**src/rtl/p32_ling_subtractor_pipe.sv**
```systemverilog
// p32_ling_subtractor_pipe
// Three-stage elastic 32-bit subtractor: diff = a - b, computed as a + ~b + 1
// through a sparse-2 prefix carry tree (pairs -> 4-bit groups -> group carries).
// Produces borrow, signed-overflow and zero flags alongside the difference.
// Optional build macro P32_SUB_ADD_MODE_EN adds the op_add port: op_add = 1
// computes a + b (carry-in 0, borrow output then reports the carry-out).
module p32_ling_subtractor_pipe #(
    parameter int WIDTH = 32
) (
    input  logic             clk,
    input  logic             rst,
`ifdef P32_SUB_ADD_MODE_EN
    input  logic             op_add,
`endif
    input  logic             in_valid,
    output logic             in_ready,
    input  logic [WIDTH-1:0] a,
    input  logic [WIDTH-1:0] b,
    output logic             out_valid,
    input  logic             out_ready,
    output logic [WIDTH-1:0] diff,
    output logic             borrow,
    output logic             ovf,
    output logic             zero
);

    generate
        if (WIDTH != 32) begin : g_width_check
            $error("p32_ling_subtractor_pipe supports WIDTH = 32 only");
        end
    endgenerate

    logic op_in;
`ifdef P32_SUB_ADD_MODE_EN
    assign op_in = op_add;
`else
    assign op_in = 1'b0;
`endif

    // Stage enables: a stage loads when the stage after it is empty or draining.
    logic en1, en2, en3;
    logic vld_p1_q, vld_p2_q, out_valid_q;

    assign en3      = ~out_valid_q | out_ready;
    assign en2      = ~vld_p2_q | en3;
    assign en1      = ~vld_p1_q | en2;
    assign in_ready = en1 & ~rst;

    // ---------------- S1: operand capture ----------------
    // Only bit 31 of a and b' travels further; the rest is folded into g/p/x.
    logic [WIDTH-1:0] bn_d, g_p1_d, p_p1_d, x_p1_d;
    logic [WIDTH-1:0] g_p1_q, p_p1_q, x_p1_q;
    logic             a31_p1_q, bn31_p1_q, cin_p1_q;

    // Per-bit generate/propagate/half-sum on the (optionally inverted) subtrahend.
    always_comb begin
        bn_d   = op_in ? b : ~b;
        g_p1_d = a & bn_d;
        p_p1_d = a | bn_d;
        x_p1_d = a ^ bn_d;
    end

    // S1 valid flag.
    always_ff @(posedge clk) begin
        if (rst) begin
            vld_p1_q <= 1'b0;
        end else if (en1) begin
            vld_p1_q <= in_valid;
        end
    end

    // S1 data capture; holds while the stage is stalled.
    always_ff @(posedge clk) begin
        if (en1 && in_valid) begin
            g_p1_q    <= g_p1_d;
            p_p1_q    <= p_p1_d;
            x_p1_q    <= x_p1_d;
            a31_p1_q  <= a[WIDTH-1];
            bn31_p1_q <= bn_d[WIDTH-1];
            cin_p1_q  <= ~op_in;
        end
    end

    // ---------------- S2: prefix levels 1 and 2 ----------------
    logic [15:0] g1_pair, p1_pair;
    logic [7:0]  g1e_p2_d, p1e_p2_d, g2_p2_d, p2_p2_d;
    logic [15:0] g0_p2_d, p0_p2_d;

    logic [7:0]       g1e_p2_q, p1e_p2_q, g2_p2_q, p2_p2_q;
    logic [15:0]      g0_p2_q, p0_p2_q;
    logic [WIDTH-1:0] x_p2_q;
    logic             a31_p2_q, bn31_p2_q, cin_p2_q;

    // Pairwise (G1/P1) then 4-bit group (G2/P2) generate and propagate.
    always_comb begin
        g1_pair  = '0;
        p1_pair  = '0;
        g0_p2_d  = '0;
        p0_p2_d  = '0;
        g1e_p2_d = '0;
        p1e_p2_d = '0;
        g2_p2_d  = '0;
        p2_p2_d  = '0;
        for (int i = 0; i < 16; i++) begin
            g1_pair[i] = g_p1_q[2*i+1] | (p_p1_q[2*i+1] & g_p1_q[2*i]);
            p1_pair[i] = p_p1_q[2*i+1] & p_p1_q[2*i];
            g0_p2_d[i] = g_p1_q[2*i];
            p0_p2_d[i] = p_p1_q[2*i];
        end
        for (int j = 0; j < 8; j++) begin
            g2_p2_d[j]  = g1_pair[2*j+1] | (p1_pair[2*j+1] & g1_pair[2*j]);
            p2_p2_d[j]  = p1_pair[2*j+1] & p1_pair[2*j];
            g1e_p2_d[j] = g1_pair[2*j];
            p1e_p2_d[j] = p1_pair[2*j];
        end
    end

    // S2 valid flag.
    always_ff @(posedge clk) begin
        if (rst) begin
            vld_p2_q <= 1'b0;
        end else if (en2) begin
            vld_p2_q <= vld_p1_q;
        end
    end

    // S2 data registers; carry the even-pair terms needed for the odd-pair carries.
    always_ff @(posedge clk) begin
        if (en2 && vld_p1_q) begin
            g1e_p2_q  <= g1e_p2_d;
            p1e_p2_q  <= p1e_p2_d;
            g2_p2_q   <= g2_p2_d;
            p2_p2_q   <= p2_p2_d;
            g0_p2_q   <= g0_p2_d;
            p0_p2_q   <= p0_p2_d;
            x_p2_q    <= x_p1_q;
            a31_p2_q  <= a31_p1_q;
            bn31_p2_q <= bn31_p1_q;
            cin_p2_q  <= cin_p1_q;
        end
    end

    // ---------------- S3: group carries, sparse sum, flags ----------------
    logic [8:0]       c4;
    logic [WIDTH-1:0] carry, sum_d;
    logic             cpair;
    logic             borrow_d, ovf_d, zero_d;

    logic [WIDTH-1:0] diff_q;
    logic             borrow_q, ovf_q, zero_q;

    // Carry into each 4-bit group (carry-in acts as g[-1]), expanded back to
    // pair carries and then to per-bit carries for the final sum.
    always_comb begin
        c4    = '0;
        carry = '0;
        cpair = 1'b0;
        c4[0] = cin_p2_q;
        for (int j = 0; j < 8; j++) begin
            c4[j+1] = g2_p2_q[j] | (p2_p2_q[j] & c4[j]);
        end
        for (int i = 0; i < 16; i++) begin
            if ((i % 2) == 0) begin
                cpair = c4[i/2];
            end else begin
                cpair = g1e_p2_q[i/2] | (p1e_p2_q[i/2] & c4[i/2]);
            end
            carry[2*i]   = cpair;
            carry[2*i+1] = g0_p2_q[i] | (p0_p2_q[i] & cpair);
        end
        sum_d    = x_p2_q ^ carry;
        // In subtract mode a clear carry-out means a < b.
        borrow_d = cin_p2_q ? ~c4[8] : c4[8];
        // Overflow of a + b': operands agree in sign, result does not.
        ovf_d    = ~(a31_p2_q ^ bn31_p2_q) & (a31_p2_q ^ sum_d[WIDTH-1]);
        zero_d   = ~|sum_d;
    end

    // Output register; holds result and flags while the consumer stalls.
    always_ff @(posedge clk) begin
        if (rst) begin
            out_valid_q <= 1'b0;
            diff_q      <= '0;
            borrow_q    <= 1'b0;
            ovf_q       <= 1'b0;
            zero_q      <= 1'b0;
        end else if (en3) begin
            out_valid_q <= vld_p2_q;
            if (vld_p2_q) begin
                diff_q   <= sum_d;
                borrow_q <= borrow_d;
                ovf_q    <= ovf_d;
                zero_q   <= zero_d;
            end
        end
    end

    assign out_valid = out_valid_q;
    assign diff      = diff_q;
    assign borrow    = borrow_q;
    assign ovf       = ovf_q;
    assign zero      = zero_q;

endmodule

```
**config.mk**
```make
export PLATFORM = sky130hd
export DESIGN_NAME = p32_ling_subtractor_pipe
export DESIGN_NICKNAME = d
export VERILOG_FILES = /design/src/rtl/p32_ling_subtractor_pipe.sv
export SDC_FILE = /design/constraint.sdc
export NUM_CORES = 1
export LEC_CHECK = 0
export ABC_AREA = 1
export CAP_MARGIN = 20
export CORE_MARGIN = 10
export CORE_UTILIZATION = 45
export DETAILED_ROUTE_END_ITERATION = 16
export PLACE_DENSITY_LB_ADDON = 0.25
export RECOVER_POWER = 50
export SLEW_MARGIN = 10
export SYNTH_ARGS = -nofsm -noshare
export SYNTH_HDL_FRONTEND = slang
export SYNTH_SLANG_ARGS = --single-unit
```
**constraint.sdc**
```tcl
create_clock -name clk -period 3.5 [get_ports clk]
set_input_delay 0.7 -clock clk [delete_from_list [all_inputs] [get_ports clk]]
set_output_delay 0.7 -clock clk [all_outputs]
set_load 0.02 [all_outputs]
```
Word level (Yosys, flattened, before mapping)
Index checks and enable logic that the tools add are counted.
{"block": "word_totals", "wordCells": 177, "out_inout_bits": 37, "reg_bits": 234, "inputBits": 68}
{"block": "op_classes", "reduce_logical": 5, "n_bitwise": 151}
{"op": "1-bit AND", "count": 79}
{"op": "32-bit XOR", "count": 2}
{"op": "1-bit OR", "count": 59}
{"op": "32-bit AND", "count": 1}
{"op": "32-bit inverter", "count": 1}
{"op": "32-bit OR", "count": 1}
{"op": "32-bit OR reduction", "count": 1}
{"op": "1-bit inverter", "count": 6}
{"op": "1-bit logical AND", "count": 2}
{"op": "2-bit AND reduction", "count": 1}
{"op": "1-bit XOR", "count": 2}
{"op": "1-bit logical NOT", "count": 1}

Depth between registers and ports, before layout
Gate-level depths: netlist of run 1.
{"block": "logic_depth", "depth_word": 20, "depth_mapped": 21, "depth_no_buf": 21}

Worst setup path before layout of run 1
Ideal clock, no wire load.
{"block": "synth_path", "path_type": "in2reg", "startpoint": "input port out_ready", "endpoint": "register a31_p1_q, enable pin", "t_arrival_ps": 2905, "required_time_ps": 3048, "setup_ps": 452, "stages": 6, "n_path_buf": 0, "slack_ps": 144, "path_cell_list": "inv_1 nand2_1 nor2_1 nand2_1 nand2_1 inv_1"}
{"block": "synth_between", "elab_chain_len": 4}
{"element": "start, declared", "line_no": "20", "rtl": "input logic out_ready,"}
{"element": "1-bit OR", "line_no": "44", "rtl": "assign en3 = ~out_valid_q | out_ready;"}
{"element": "1-bit OR", "line_no": "45", "rtl": "assign en2 = ~vld_p2_q | en3;"}
{"element": "1-bit OR", "line_no": "46", "rtl": "assign en1 = ~vld_p1_q | en2;"}
{"element": "1-bit logical AND", "line_no": "74", "rtl": "if (en1 && in_valid) begin"}
{"element": "end signal, assigned", "line_no": "78", "rtl": "a31_p1_q <= a[WIDTH-1];"}
{"element": "end, declared", "line_no": "53", "rtl": "logic a31_p1_q, bn31_p1_q, cin_p1_q;"}
No other way between the ends.
A chain may end at the register's enable or synchronous reset.

Final worst setup path of run 1
{"block": "layout_path", "startpoint": "input port out_ready", "endpoint": "output port in_ready"}
{"block": "layout_between", "elab_chain_len": 4}
{"element": "1-bit OR", "line_no": "44"}
{"element": "1-bit OR", "line_no": "45"}
{"element": "1-bit OR", "line_no": "46"}
{"element": "1-bit AND", "line_no": "47", "rtl": "assign in_ready = en1 & ~rst;"}
{"element": "end, declared", "line_no": "16", "rtl": "output logic in_ready,"}
No other way between the ends.

==> flow_summary_export.csv, run 1 <==
group,metric,value,unit
global_routing,track_usage,12.01,%
timing,rsz0062_at_grt,"false",
run,max_cap_violations,0,
synth,synth.top_cells.by_area,"edfxtp_1 (61%), ha_1 (8.3%), dfxtp_1 (7.9%)",
critical_path,start_kind,"input pin",
global_routing,grt_pass1_wl,27120,um
final_layout,seq_area,6646,um^2
clocking,cts_setup_buffers,0,
synth,ys_ff_latch,234,
final_layout,fin_nets,1022,
power,ir_drop,0.3197,mV
timing,slew_headroom,19.24,%
synth,yosys.cell_count.top_type,"edfxtp_1",
synth,synthCells,762,
critical_path,required,2.80,ns
clocking,cts_resized,0,
timing,min_period_over_period,87.81,%
route,routed_wl,16960,um
timing,final_max_slew_viol_count,0,
critical_path,critPathMostFrequentCell,"nand2_1",
clocking,tritoncts,"done",
synth,synth_cell_types,26,
die,die_y,166.2,um
placement,portBuffers,104,
route,wl_per_cell,14.33,um
synth,synth-seq-area-share,69.15,%
clocking,root_buffer,"clkbuf_16",
synth,yosys-top-cells-count,"edfxtp_1 (196), inv_1 (167), nand2_1 (82), ha_1 (64), nor2_1 (64)",
route,vias_per_cell,4.569,
synth,synth-async-reset-ratio,0,%
route,drtIter0Drc,254,
clocking,clk_latency,0.51,ns
clocking,clkTransAtPathRegs,0.06,ns
final_layout,antenna_cells,0,
synth,ys.flop_type,"edfxtp_1",
global_routing,antenna_found_initial,0,
worst_hold_path,hold_path_class,"reg -> reg",
timing,setup_viol,0,
synth,synth_edf_count,196,
critical_path,critPathMaxFanout,3,
die,num_rows,53,
critical_path,critPathCaptureType,"primary output",
critical_path,criticalPathCategory,"in -> out",
critical_path,crit_slowest_cell,"clkdlybuf4s50_1",
power,finalPower,6.274,mW
global_routing,grt_max_degree,52,
global_routing,grt-ovfl-total,0,
die,die_w,166.2,um
timing,worst_pin_slew,1.211,ns
timing,max_freq,0.3254,GHz
die,boundaryPins,105,
placement,hpwl,12250,um
final_layout,area_growth,23.20,%
timing,setup_tns,0,ns
clocking,cts_max_level,1,
final_layout,drive_gt1_share,7.819,%
power,leakage,5.126,nW
critical_path,crit_arrival,2.37,ns
die,core-area,21020,um^2
timing,finalHoldViolCount,0,
route,antenna_left,0,
final_layout,fill_cells,1745,
timing,setup_slack,0.4266,ns
critical_path,crit_buf_inv,4,
critical_path,cpPeakStageDelay,0.55,ns
final_layout,multi_input_area,2292,um^2
run_status,outcome,"complete, no violations",
critical_path,cp_cell_sequence,"dlygate4sd3_1 > inv_1 > nand2_1 > nor2_1 > nand2_1 > nand2_1 > inv_1 > clkdlybuf4s50_1",
clocking,hold_buffers,0,
die,die_area,27610,um^2
placement,place.gp.congestion,0.7471,
die,start_util,45.72,%
placement,dp_slack,0.5503,ns
synth,yosysTopAreaCell,"edfxtp_1",
global_routing,grt_pass1_vias,5450,
route,drc_errors,0,
timing,clock_skew,0.008727,ns
final_layout,fin_area,11840,um^2
clocking,cts_buffers,24,
synth,syn-num-nets,894,
route,via_count,5405,
placement,dpl_cell_area,11060,um^2
route,drtPass1Iterations,4,
clocking,clock_sinks,234,
timing,holdWs,0.4175,ns
synth,ys_warn_count,0,
synth,avgSynthCellArea,12.61,um^2
power,pwr_density_cell,529.8,nW/um^2
clocking,clock_path_buffers,3,
timing,fin_crit,3.073,ns
synth,yosysTopAreaCellShare,61.23,%
critical_path,cp_top_family,"buffers and inverters",
synth,syn-cell-area,9612,um^2
==> sequential cells by signal (all words and copies together), names as in the netlist, 16 cells and up <==
| signal | cells |
|---|---|
| diff | 32 |
| g_p1_q | 32 |
| p_p1_q | 32 |
| x_p1_q | 32 |
| x_p2_q | 32 |
| g0_p2_q | 16 |
| p0_p2_q | 16 |
==> where the power goes <==
group / leakage [nW] / internal, mW / switching [mW]
Clock: 0.398 / 1.56 / 0.997
Combinational: 2.54 / 0.192 / 0.260
Sequential: 2.19 / 3.20 / 0.0595
Total: 5.13 / 4.96 / 1.32
==> worst reg2reg max path, stage by stage (launching register included) <==
cell and delay [ns]:
dfxtp_1 0.34, nand2_1 0.11, nand2_1 0.12, clkbuf_1 0.75
inv_1 0.14, clkbuf_2 0.41, nand3_1 0.28, a21oi_1 0.09
==> layout make-up <==
| class | count | area share, % |
|---|---|---|
| clock buffer | 31 | 5.642 |
| tap | 275 | 2.906 |
| timing repair buffer | 113 | 9.446 |
| clock inverter | 13 | 1.173 |
| inverter | 168 | 5.347 |
| multi-input combinational | 349 | 19.36 |
| sequential | 234 | 56.13 |
==> cell families (layout without fill, tap and decap cells) <==
| family | count (synthesis) | after routing | share of synthesized area, % |
|---|---|---|---|
| adder cells (fa/ha/maj) | 64 | 64 | 8.331 |
| AO/OA/AOI/OAI | 73 | 73 | 4.595 |
| flip-flops | 234 | 234 | 69.15 |
| AND/OR/NAND/NOR | 191 | 191 | 9.008 |
| XOR/XNOR | 21 | 21 | 1.914 |
| buffers and inverters | 179 | 325 | 7.003 |
==> path summary, 6_finish.rpt <==
path                  start   endpoint  slack [ns]  depth (start not counted)
setup / recovery  out_ready   in_ready        0.43                          8
hold / removal    x_p1_q[9]  x_p2_q[9]        0.42                          0
setup reg to reg  out_valid        ovf        1.09                          7
hold reg to reg   x_p1_q[9]  x_p2_q[9]        0.42                          0
==> layout by cell type, fill, tap and decap left out, types with 21 or more instances in the layout <==
master	Yosys	final
a21oi_1	24	24
clkbuf_16	0	25
clkdlybuf4s50_1	0	67
dfxtp_1	38	38
dlygate4sd3_1	0	37
edfxtp_1	196	196
ha_1	64	64
inv_1	167	165
nand2_1	82	82
nand3_1	21	21
nor2_1	64	64
o21ai_0	22	22
==> through the flow <==
stage	utilization (%)	cells
floorplan	-	762
detailed placement	52.62	1139
CTS	56.46	1183
finish	56.33	1183
global placement	52.62	1139
global route	56.33	1183
==> metal layers <==
layer  track usage (%)  part of all wire (%)  vias to the layer above  wire length [um]
li1                  -                     -                     2750                 -
met1             15.04                    44                     2501              7543
met2             20.13                    48                      121              8162
met3             2.390                   5.0                       33               844
met4             4.468                   2.4                        0               407
met5                 0                     0                        -                 0
Power figures use the tool's default switching activity.
==> run 2: changes to the inputs <==
Settings changed: CAP_MARGIN 20 to 25, PLACE_DENSITY set to 0.74, PLACE_DENSITY_LB_ADDON 0.25 to not set.
==> run 2 against run 1 <==
Against the previous run:
- critical endpoint unchanged
- design area rose by 0.13%
- wire length grew 1.3%
- fmax grew 0.37%
- clock skew is 0.0045 ns higher
- sequential power about the same
- total power is 0.66% lower
- via count up 0.93%
- cell count rose by 0.34%
- core utilization up 0.071 points
- worst hold slack worse by 0.0027 ns
- combinational power rose by 0.9%
==> flow_summary_export.csv, run 2 (same netlist as run 1, synthesis figures left out) <==
group,metric,value,unit
final_layout,mostFrequentLayoutCells,"edfxtp_1 (196), inv_1 (165), nand2_1 (82), clkdlybuf4s50_1 (68)",
clocking,clock_path_buffers,3,
route,drc_errors,0,
critical_path,crit_arrival,2.36,ns
critical_path,cpPeakStageDelay,0.54,ns
clocking,cts_buffers,25,
route,antenna_left,0,
critical_path,rrSetupSlack,1.30,ns
critical_path,r2r-start,"p2_p2_q[0]",
clocking,cts_max_level,1,
global_routing,grt_max_degree,49,
global_routing,busiest_layer,"met2",
global_routing,grt-ovfl-total,0,
timing,setup_tns,0,ns
clocking,cts_resized,0,
timing,max_freq,0.3266,GHz
global_routing,grt_pass1_wl,27490,um
final_layout,stdcell_count,1187,
timing,final_max_slew_viol_count,0,
worst_hold_path,hold_path_class,"reg -> reg",
die,core-area,21020,um^2
clocking,clkTransAtPathRegs,0.06,ns
die,start_util,45.72,%
clocking,root_buffer,"clkbuf_16",
die,die_area,27610,um^2
clocking,clk_latency,0.51,ns
global_routing,global_route.usage.met3,2.461,%
power,pwr_density_cell,525.6,nW/um^2
timing,slew_headroom,13.45,%
critical_path,critPathMostFrequentCell,"nand2_1",
critical_path,start_kind,"input pin",
timing,fin_crit,3.062,ns
critical_path,cp-endpoint,"in_ready",
critical_path,critPathCaptureType,"primary output",
die,die_w,166.2,um
timing,finalHoldViolCount,0,
route,routed_wl,17170,um
timing,min_period_over_period,87.48,%
critical_path,worstSetupStartpoint,"out_ready",
final_layout,final_common_cell,"edfxtp_1",
final_layout,drive_gt1_share,8.233,%
route,via_count,5455,
route,vias_per_cell,4.596,
global_routing,grtUsageMet2,21.34,%
global_routing,track_usage,12.11,%
clocking,cts_setup_buffers,0,
run,max_cap_violations,0,
critical_path,r2r_cells,20,
critical_path,cp_cell_sequence,"dlygate4sd3_1 > inv_1 > nand2_1 > nor2_1 > nand2_1 > nand2_1 > inv_1 > clkdlybuf4s50_1",
timing,worst_pin_slew,1.298,ns
timing,clock_skew,0.01322,ns
route,wl_per_cell,14.46,um
placement,portBuffers,104,
die,die_y,166.2,um
global_routing,grt_pass1_vias,5520,
power,leakage,5.129,nW
timing,rsz0062_at_grt,"false",
critical_path,crit-reg2reg-capture,"zero",
route,drtPass1Iterations,4,
worst_hold_path,whs_path_depth,0,
run_status,outcome,"complete, no violations",
placement,hpwl,12690,um
critical_path,criticalPathCategory,"in -> out",
clocking,tritoncts,"done",
worst_hold_path,hold_start,"x_p1_q[26]",
placement,place.gp.congestion,0.7830,
die,num_rows,53,
critical_path,required,2.80,ns
final_layout,area_growth,23.35,%
final_layout,fin_nets,1025,
power,ir_drop,0.2870,mV
critical_path,crit_slowest_cell,"dlygate4sd3_1",
timing,setup_viol,0,
route,drtIter0Drc,301,
clocking,hold_buffers,0,
critical_path,critPathMaxFanout,3,
global_routing,grtUsageMet1,14.37,%
placement,dp_cells,1141,
clocking,clock_sinks,234,
die,boundaryPins,105,
global_routing,antenna_found_initial,1,
## run 2: metal layers
layer	up-vias	share of wire, %
met5	-	0
met3	34	4.6
li1	2744	-
met2	125	51
met1	2552	42
met4	0	2.7
## run 2: per-stage QoR
stage | setup WS [ns] | cell area, um^2 | power (mW) | hold slack [ns] | util [%]
2_1_floorplan | 0.1437 | 9612 | 3.553 | 0.4003 | -
3_3_place_gp | 0.5524 | 11080 | 3.772 | 0.4008 | 52.69
3_5_place_dp | 0.5553 | 11080 | 3.791 | 0.4054 | 52.69
4_1_cts | 0.5450 | 11870 | 6.323 | 0.4166 | 56.48
5_1_grt | 0.3520 | 11850 | 6.474 | 0.4211 | 56.39
6_report | 0.4381 | 11860 | 6.232 | 0.4148 | 56.40
## run 2: critical path, delay by kind of cell
kind / cells / cell delay, ns
buffers and inverters: 4 / 1.19
and+or+nand+nor: 4 / 0.48
## run 2: power by group
| group | total [mW] | internal [mW] | switching (mW) |
|---|---|---|---|
| registers | 3.26 | 3.20 | 0.0595 |
| logic | 0.456 | 0.195 | 0.262 |
| clock network | 2.52 | 1.49 | 1.03 |
| total | 6.23 | 4.88 | 1.35 |
## run 2: worst min path at each step
stage	endpoint	slack, ns
after floorplan	a31_p2_q	0.40
after detailed placement	x_p2_q[11]	0.41
after global placement	x_p2_q[27]	0.40
after global routing	x_p2_q[26]	0.42
final	x_p2_q[26]	0.41
after CTS	x_p2_q[26]	0.42
## run 2: final cells by class
| class | count | area (um^2) |
|---|---|---|
| antenna | 1 | 2.502 |
| tap | 275 | 344.1 |
| clock inverter | 15 | 141.4 |
| sequential | 234 | 6646 |
| multi-input combinational | 349 | 2292 |
| timing repair buffer | 115 | 1142 |
| inverter | 168 | 633.1 |
| fill | 1709 | 9165 |
| clock buffer | 30 | 654.4 |
